File: config.mk
export PLATFORM = sky130hd
export DESIGN_NAME = ws2812_rx
export DESIGN_NICKNAME = d
export VERILOG_FILES = /design/src/rtl/ws2812_pkg.sv /design/src/rtl/sync_2ff.sv /design/src/rtl/ws2812_rx.sv
export SDC_FILE = /design/constraint.sdc
export NUM_CORES = 1
export LEC_CHECK = 0
export ABC_AREA = 1
export BUFFER_PORTS_ARGS = -buffer_cell sky130_fd_sc_hd__buf_2
export CORE_ASPECT_RATIO = 0.9
export CORE_UTILIZATION = 64
export CTS_CLUSTER_SIZE = 8
export DETAILED_ROUTE_END_ITERATION = 10
export PLACE_DENSITY = 0.84
export SYNTH_ARGS = -nofsm -noshare
export SYNTH_HDL_FRONTEND = slang
export SYNTH_SLANG_ARGS = --single-unit
File: constraint.sdc
create_clock -name clk -period 3.58 [get_ports clk]
set_input_delay 0.358 -clock clk [delete_from_list [all_inputs] [get_ports clk]]
set_output_delay 0.358 -clock clk [all_outputs]
set_load 0.05 [all_outputs]
File: src/rtl/ws2812_pkg.sv
// ws2812_pkg: shared WS2812 line timing for the strip transmitter, the
// receiver and their benches.
//   - Nominal pulse timings in clock cycles at 100 MHz.
//   - Pixel word width (GRB, MSB first on the wire).
//   - Receiver decision thresholds derived from the nominal timings.
//   - Receiver FSM state type.
package ws2812_pkg;

    localparam int CLK_HZ_DEFAULT = 100_000_000;

    // Nominal wire timing, cycles at 100 MHz
    localparam int T0H_CYC    = 40;    // 400 ns high for a 0 bit
    localparam int T1H_CYC    = 80;    // 800 ns high for a 1 bit
    localparam int TBIT_CYC   = 125;   // 1.25 us bit period
    localparam int TRESET_CYC = 5000;  // 50 us latch gap

    localparam int BITS_PER_PIXEL = 24;

    // Receiver thresholds
    localparam int MIN_HIGH_CYC   = 15;                         // below: glitch
    localparam int BIT_THRESH_CYC = (T0H_CYC + T1H_CYC) / 2;    // 60: 0/1 split
    localparam int MAX_HIGH_CYC   = 150;                        // above: stuck
    localparam int RESET_LOW_CYC  = TRESET_CYC;

    typedef enum logic [1:0] {
        RX_SYNC = 2'd0,
        RX_LOW  = 2'd1,
        RX_HIGH = 2'd2
    } rx_state_t;

endpackage

File: src/rtl/sync_2ff.sv
// sync_2ff: two-flop synchronizer for an asynchronous input.
//   clk   - destination clock
//   rst_n - asynchronous active-low reset, both flops clear to 0
//   d     - asynchronous input
//   q     - synchronized output, two clk cycles behind d
module sync_2ff #(
    parameter int WIDTH = 1
) (
    input  logic             clk,
    input  logic             rst_n,
    input  logic [WIDTH-1:0] d,
    output logic [WIDTH-1:0] q
);

    logic [WIDTH-1:0] d_p0;

    always_ff @(posedge clk or negedge rst_n) begin
        if (!rst_n) begin
            d_p0 <= '0;
            q    <= '0;
        end else begin
            d_p0 <= d;
            q    <= d_p0;
        end
    end

endmodule

File: src/rtl/ws2812_rx.sv
// ws2812_rx: decodes a WS2812 single-wire stream into pixel words.
//   clk            - system clock
//   reset_n        - asynchronous active-low reset
//   din            - raw WS2812 line, asynchronous to clk
//   pixel          - last decoded word (GRB as on the wire), held
//   px_valid       - one-cycle pulse, pixel/px_num valid
//   px_num         - index of pixel within the current frame
//   frame_done     - one-cycle pulse when a latch gap ends a frame
//   frame_px_count - whole pixels in the completed frame
//   err            - one-cycle pulse on any protocol violation
module ws2812_rx #(
    parameter int CLK_HZ         = ws2812_pkg::CLK_HZ_DEFAULT,
    parameter int BITS_PER_PIXEL = ws2812_pkg::BITS_PER_PIXEL,
    parameter int PX_COUNT_WIDTH = 6,
    parameter int MIN_HIGH       = ws2812_pkg::MIN_HIGH_CYC,
    parameter int BIT_THRESH     = ws2812_pkg::BIT_THRESH_CYC,
    parameter int MAX_HIGH       = ws2812_pkg::MAX_HIGH_CYC,
    parameter int RESET_LOW      = ws2812_pkg::RESET_LOW_CYC
) (
    input  logic                      clk,
    input  logic                      reset_n,
    input  logic                      din,
    output logic [BITS_PER_PIXEL-1:0] pixel,
    output logic                      px_valid,
    output logic [PX_COUNT_WIDTH-1:0] px_num,
    output logic                      frame_done,
    output logic [PX_COUNT_WIDTH-1:0] frame_px_count,
    output logic                      err
);
    import ws2812_pkg::*;

    localparam int CW  = $clog2(RESET_LOW + 1);
    localparam int BCW = $clog2(BITS_PER_PIXEL);

    localparam logic [CW-1:0]  MIN_HIGH_C   = CW'(MIN_HIGH);
    localparam logic [CW-1:0]  BIT_THRESH_C = CW'(BIT_THRESH);
    localparam logic [CW-1:0]  MAX_HIGH_C   = CW'(MAX_HIGH);
    localparam logic [CW-1:0]  RESET_LOW_C  = CW'(RESET_LOW);
    localparam logic [BCW-1:0] BIT_LAST_C   = BCW'(BITS_PER_PIXEL - 1);

    if (CLK_HZ <= 0 || MIN_HIGH >= BIT_THRESH || BIT_THRESH > MAX_HIGH ||
        MAX_HIGH >= RESET_LOW) begin : g_bad_params
        $error("ws2812_rx: inconsistent timing parameters");
    end

    function automatic logic [CW-1:0] sat_inc(input logic [CW-1:0] v);
        return (&v) ? v : v + 1'b1;
    endfunction

    rx_state_t                 state, state_nx;
    logic                      s, s_d, rise, fall, bit_val;
    logic [CW-1:0]             low_cnt, low_cnt_nx, high_cnt, high_cnt_nx;
    logic [BCW-1:0]            bit_cnt, bit_cnt_nx;
    logic [PX_COUNT_WIDTH-1:0] px_cnt, px_cnt_nx;
    logic [BITS_PER_PIXEL-2:0] shreg, shreg_nx;
    logic [BITS_PER_PIXEL-1:0] word, pixel_nx;
    logic [PX_COUNT_WIDTH-1:0] px_num_nx, frame_px_count_nx;
    logic                      px_valid_nx, frame_done_nx, err_nx;

    sync_2ff #(.WIDTH(1)) u_sync (
        .clk   (clk),
        .rst_n (reset_n),
        .d     (din),
        .q     (s)
    );

    assign rise    = s & ~s_d;
    assign fall    = ~s & s_d;
    assign bit_val = (high_cnt >= BIT_THRESH_C);
    assign word    = {shreg, bit_val};

    always_comb begin
        state_nx          = state;
        low_cnt_nx        = low_cnt;
        high_cnt_nx       = high_cnt;
        bit_cnt_nx        = bit_cnt;
        px_cnt_nx         = px_cnt;
        shreg_nx          = shreg;
        pixel_nx          = pixel;
        px_num_nx         = px_num;
        frame_px_count_nx = frame_px_count;
        px_valid_nx       = 1'b0;
        frame_done_nx     = 1'b0;
        err_nx            = 1'b0;

        unique case (state)
            // Wait for a full latch gap so we never start decoding mid-frame.
            RX_SYNC: begin
                if (s) begin
                    low_cnt_nx = '0;
                end else if (low_cnt == RESET_LOW_C) begin
                    state_nx    = RX_LOW;
                    low_cnt_nx  = '0;
                    high_cnt_nx = '0;
                    bit_cnt_nx  = '0;
                    px_cnt_nx   = '0;
                    shreg_nx    = '0;
                end else begin
                    low_cnt_nx = sat_inc(low_cnt);
                end
            end

            RX_LOW: begin
                if (rise) begin
                    state_nx    = RX_HIGH;
                    high_cnt_nx = CW'(1);
                end else if (!s) begin
                    low_cnt_nx = sat_inc(low_cnt);
                    // Saturation past RESET_LOW makes this fire once per gap.
                    if (low_cnt == RESET_LOW_C) begin
                        if (px_cnt != '0 || bit_cnt != '0) begin
                            frame_done_nx     = 1'b1;
                            frame_px_count_nx = px_cnt;
                        end
                        if (bit_cnt != '0) begin
                            err_nx = 1'b1;
                        end
                        px_cnt_nx  = '0;
                        bit_cnt_nx = '0;
                        shreg_nx   = '0;
                    end
                end
            end

            RX_HIGH: begin
                if (fall) begin
                    if (high_cnt < MIN_HIGH_C) begin
                        err_nx      = 1'b1;
                        state_nx    = RX_SYNC;
                        low_cnt_nx  = '0;
                        high_cnt_nx = '0;
                        bit_cnt_nx  = '0;
                        px_cnt_nx   = '0;
                        shreg_nx    = '0;
                    end else begin
                        state_nx   = RX_LOW;
                        low_cnt_nx = CW'(1);
                        if (bit_cnt == BIT_LAST_C) begin
                            bit_cnt_nx = '0;
                            shreg_nx   = '0;
                            // A full counter means the index space is used up.
                            if (&px_cnt) begin
                                err_nx = 1'b1;
                            end else begin
                                pixel_nx    = word;
                                px_valid_nx = 1'b1;
                                px_num_nx   = px_cnt;
                                px_cnt_nx   = px_cnt + 1'b1;
                            end
                        end else begin
                            bit_cnt_nx = bit_cnt + 1'b1;
                            shreg_nx   = word[BITS_PER_PIXEL-2:0];
                        end
                    end
                end else if (high_cnt > MAX_HIGH_C) begin
                    err_nx      = 1'b1;
                    state_nx    = RX_SYNC;
                    low_cnt_nx  = '0;
                    high_cnt_nx = '0;
                    bit_cnt_nx  = '0;
                    px_cnt_nx   = '0;
                    shreg_nx    = '0;
                end else begin
                    high_cnt_nx = sat_inc(high_cnt);
                end
            end

            default: state_nx = RX_SYNC;
        endcase
    end

    always_ff @(posedge clk or negedge reset_n) begin
        if (!reset_n) begin
            state          <= RX_SYNC;
            s_d            <= 1'b0;
            low_cnt        <= '0;
            high_cnt       <= '0;
            bit_cnt        <= '0;
            px_cnt         <= '0;
            shreg          <= '0;
            pixel          <= '0;
            px_num         <= '0;
            frame_px_count <= '0;
            px_valid       <= 1'b0;
            frame_done     <= 1'b0;
            err            <= 1'b0;
        end else begin
            state          <= state_nx;
            s_d            <= s;
            low_cnt        <= low_cnt_nx;
            high_cnt       <= high_cnt_nx;
            bit_cnt        <= bit_cnt_nx;
            px_cnt         <= px_cnt_nx;
            shreg          <= shreg_nx;
            pixel          <= pixel_nx;
            px_num         <= px_num_nx;
            frame_px_count <= frame_px_count_nx;
            px_valid       <= px_valid_nx;
            frame_done     <= frame_done_nx;
            err            <= err_nx;
        end
    end

endmodule

Word-level counts from Yosys, hierarchy flattened --
Index checks and enable logic that the tools add are counted.
Storage, ports and cells: flip-flop bits (word level) 104, latch bits 0, memory bits (writable) 0, memory bits (read-only) 0, input bits 3, output and inout port bits 39, logic and storage cells 127, memories 0
Cells by class: $add $sub $neg 4, multiply operators 0, divide/modulo/power cells 0, magnitude comparators 3, eq/ne operators 14, shift operators 0, mux-type cells 69, bitwise logic cells 7, reduce and logical (&&, ||, !) cells 15
Operators by type and width (number):
- $mux 13 | 14
- $mux 23 | 7
- $pmux 13 s3 | 2
- $pmux 23 s3 | 1
- $mux 6 | 8
- $mux 5 | 7
- $add 13x1->13 const B | 2
- $reduce_and 13->1 | 2
- $mux 1 | 21
- $pmux 6 s3 | 1
- $pmux 5 s3 | 1
- $reduce_and 5->1 | 3
- $eq 13x13->1 const B | 1
- $ge 13x6->1 const B | 1
- $gt 13x8->1 const B | 1
- $lt 13x4->1 const B | 1
- $ne 4x4->1 const B | 3
- $reduce_and 6->1 | 2
- $mux 2 | 5
- $ne 2x2->1 const B | 5
- $reduce_and 4->1 | 2
- $add 6x1->6 const B | 1
- $ne 3x3->1 const B | 2
- $pmux 2 s3 | 1
- other kinds (13) | 18

Depth between registers and ports, before layout --
depth after elaboration 7, gate-level depth with buffers 11, gate-level depth less buffers 11

Cells and area by module --
A second synthesis with hierarchy kept.
Second synthesis, totals: cell total of the unflattened synthesis 647, area total of the unflattened synthesis 5233.8 µm²
Modules (own cells, without submodules):
- ws2812_rx | times used 1, cells an instance 645, area an instance 5183.7 µm², sequential area each 2552.4 µm²
- sync_2ff | times used 1, cells an instance 2, area an instance 50.0 µm², sequential area each 50.0 µm²

Least setup slack after synthesis --
OpenSTA, ideal clock, no wires.
kind register to register, from reg state[0], to reg shreg[13], library setup time 0.116 ns, arrival 1.616 ns, required time 3.464 ns, setup slack 1.847 ns, cell stages (with the launch flop) 11, buffers on the path 3, clock period less this slack 1.733 ns, path through dfrtp_1 -> ha_1 -> buf_2 -> nand2_1 -> inv_1 -> a21oi_1 -> nand3_4 -> buf_6 -> buf_6 -> nand2_1 -> nand2_1
On the way: longest elaborated chain between the ends 3, elaborated cells between the ends (all ways) 8, classes of those cells eq/ne (4); mux (1); reduce/logical (3)
RTL lines:
- start, declared | RTL line ws2812_rx.sv:50 | rx_state_t state, state_nx;
- start signal, assigned | RTL line ws2812_rx.sv:188 | state <= state_nx;
- $eq 2x2->1 (tied with other cells) | RTL line ws2812_rx.sv:86 | unique case (state)
- $ne 3x3->1 (no line) (tied with other cells)
- $reduce_and 3->1 (no line)
- end signal, assigned | RTL line ws2812_rx.sv:194 | shreg <= shreg_nx;
- end, declared | RTL line ws2812_rx.sv:55 | logic [BITS_PER_PIXEL-2:0] shreg, shreg_nx;
Parallel ways exist; a longest one is shown, timed or not. A chain may end at the register's enable or synchronous reset.

Final worst setup path --
from reg state[1], to reg shreg[4]
Same word-level chain as after synthesis.

==> metrics.txt <==
drt pass-1 iters 5; initial antenna violation count 0; Top FF cell, synth dfrtp_1; largest area contributor in the netlist dfrtp_1; Die Y 87.5 microns; final setup vio count 0; status finished, final reports clean; floorplan core area 7690 sq um; top-count cell post-synth nand2_1; Root Buffer clkbuf_8; vias in the first global route about 4000; Final Cycle Share 0.634; Layout Nets 687; RSZ-0062 raised after global routing false; setup bufs post-CTS 0; first-pass GRT wire length 17800 microns; critical path class reg -> reg; flop2flop setup slack 1310 ps; Hold Path Depth 1; Worst-path clk slew 90 ps; site row count 30; area delta synth->final 7.89%; via count 4183; CP bufs+invs 2; worst hold slack between 90 and 100 ps; fmax roughly 0.44 GHz; Slowest-stage cell, CP nor2_8; placed inst area about 5400 sq um; Worst-Skew Late Latency 370 ps; Distinct cells, synth 36; worst r2r src state[1]$_DFFE_PN0P_; io pins 42; HP Class in -> reg; Slew @ Worst Pin ~1000 ps; crit path launch type register; diode count 0; Syn Nets 651; max cap viols 0; Hold Startpoint din; clock period minus worst slack approximately 2300 ps; Crit. End Element register; post_cts resized 0; number of CTS-inserted buffers 9; starting density of the core 0.676; Setup TNS 0 ps; R2R depth 9; CTS tree yes; CP dominant cell by count nand2_1; H-tree depth 3; VDD IR max 0.281 mV; port buffer count 41; All-Layer GR Usage 0.258; Worst slew margin 0.334; synth cell count leaders nand2_1 (255), dfrtp_1 (104), inv_1 (46); Routability Congestion 0.909; worst hold path endpoint u_sync.d_p0$_DFF_PN0_; Worst path top cell family by delay simple AND/OR/NAND/NOR gates; P per Cell Area 356 nW/um^2; Pleak between 0.003 and 0.004 uW; Cell Count, Final, Fillers Out 773; Post-route DRC 0; # hold bufs at CTS 0; # clock sinks roughly 100; largest fanout on the critical path 30; clock skew 12.4 ps; GR Overflow Total 0; CP Cell Sequence inv_1 > ha_1 > nand2_1 > inv_1 > a21oi_1 > nand3_4 > nor2_8 > nand2_1 > nand2_1; FFs w/ async S/R, synth 1.00; largest net degree at the start of global routing 84; Avg Inst Size Synth 8.18 sq um; number of enable flip-flop cells after synthesis 0; sequential fraction of the synthesis area 0.500; max incr delay on CP 420 ps; share of cells above drive strength 1 0.148; final hold violations 0; total die area 8490 sq um; Mapped Area around 5200 sq um; Worst EP required 3890 ps; Design Area, Final 5610 sq um; Cells after Synth 636; WL final around 10000 microns; die width 97.0 microns; drt initial violations 283; DR WL/cell around 13 microns; synthesis-stage register bit count about 100; Via-to-Cell Ratio 5.41; max-slew violations 0; clock buffer depth 2; fin util 0.729; main area contributors after synthesis dfrtp_1 (50%), nand2_1 (18%), inv_1 (3.3%); share of the synthesized area in the top cell type 0.500; DRT antenna net count 0; R2R Path End shreg[4]$_DFFE_PN0P_; FILL cells 578; DP HPWL slightly above 7000 microns; Arrival @ worst endpoint 2580 ps; placed cells 757; Yosys warnings 0
-- where the power goes --
part | internal (uW) | leakage [uW] | total, uW | switching, uW
Combinational | 9.47 | 0.00152 | 44.7 | 35.2
Sequential | 1180 | 0.00144 | 1180 | 6.41
Clock | 352 | 0.000105 | 768 | 416
-- how the worst max path moves through the flow --
stage / start / endpoint / slack [ps] / cells after the start
after floorplan: state[0]$_DFFE_PN0P_ / shreg[13]$_DFFE_PN0P_ / 1850 / 10
after global placement: state[0]$_DFFE_PN0P_ / shreg[7]$_DFFE_PN0P_ / 1460 / 8
after detailed placement: state[1]$_DFFE_PN0P_ / shreg[4]$_DFFE_PN0P_ / 1350 / 9
after CTS: state[1]$_DFFE_PN0P_ / shreg[4]$_DFFE_PN0P_ / 1300 / 9
after global routing: state[1]$_DFFE_PN0P_ / shreg[20]$_DFFE_PN0P_ / 1060 / 9
final: state[1]$_DFFE_PN0P_ / shreg[4]$_DFFE_PN0P_ / 1310 / 9
-- layout make-up --
cell class                 instances  area [sq um]  share of cell area
clock buffer                      10           138              0.0245
multi-input combinational        457          2240               0.399
inverter                          57           216              0.0386
clock inverter                     6          75.1              0.0134
sequential                       104          2600               0.464
timing repair buffer              43           223              0.0397
tap                               96           120              0.0214
-- stage by stage --
step                      total power, uW  worst slack (ps)
after floorplan                      1220              1850
after global placement               1250              1460
after detailed placement             1250              1350
after CTS                            2010              1300
after global routing                 2060              1060
final                                2000              1310
-- cells by family (layout without fill, tap and decap cells) --
group	Yosys count	count (layout)	synth area share
AO/OA/AOI/OAI	63	63	0.0719
XOR/XNOR	8	8	0.0135
AND/OR/NAND/NOR	374	374	0.316
buffers and inverters	75	116	0.0695
flip-flops	104	104	0.500
adder cells (fa/ha/maj)	12	12	0.0289
-- state kept, by name, summed over array words and instances (netlist names) --
signal,cells
u_sync.q,1
s_d,1
bit_cnt,5
frame_px_count,6
high_cnt,13
low_cnt,13
err,1
pixel,24
frame_done,1
px_valid,1
px_cnt,6
shreg,23
state,2
u_sync.d_p0,1
px_num,6
-- worst reg2reg max path: stages (launching register included) --
cell and delay, ps:
dfrtp_1 380, inv_1 80, ha_1 300, nand2_1 150, inv_1 50, a21oi_1 260
nand3_4 380, nor2_8 420, nand2_1 110, nand2_1 70
-- layer usage --
| layer | share of wire | track usage | wire, microns | vias up |
|---|---|---|---|---|
| li1 | - | - | - | 2077 |
| met1 | 0.47 | 0.346 | 4780 | 1955 |
| met2 | 0.46 | 0.431 | 4700 | 131 |
| met3 | 0.051 | 0.0425 | 520 | 20 |
| met4 | 0.017 | 0.0991 | 168 | 0 |
| met5 | 0 | 0 | 0 | - |
-- cells in the final DEF, fill, tap and decap left out, drive strengths merged, types with 3 or more instances in the layout --
master	n
inv	59
dfrtp	104
a21oi	23
nand2	260
buf	43
nand3	32
o21ai	33
nor3b	3
clkbuf	10
ha	12
nand4	15
xor2	8
o2111ai	3
nor3	8
nor2	53
No activity file was read; power rests on OpenSTA's default activity.
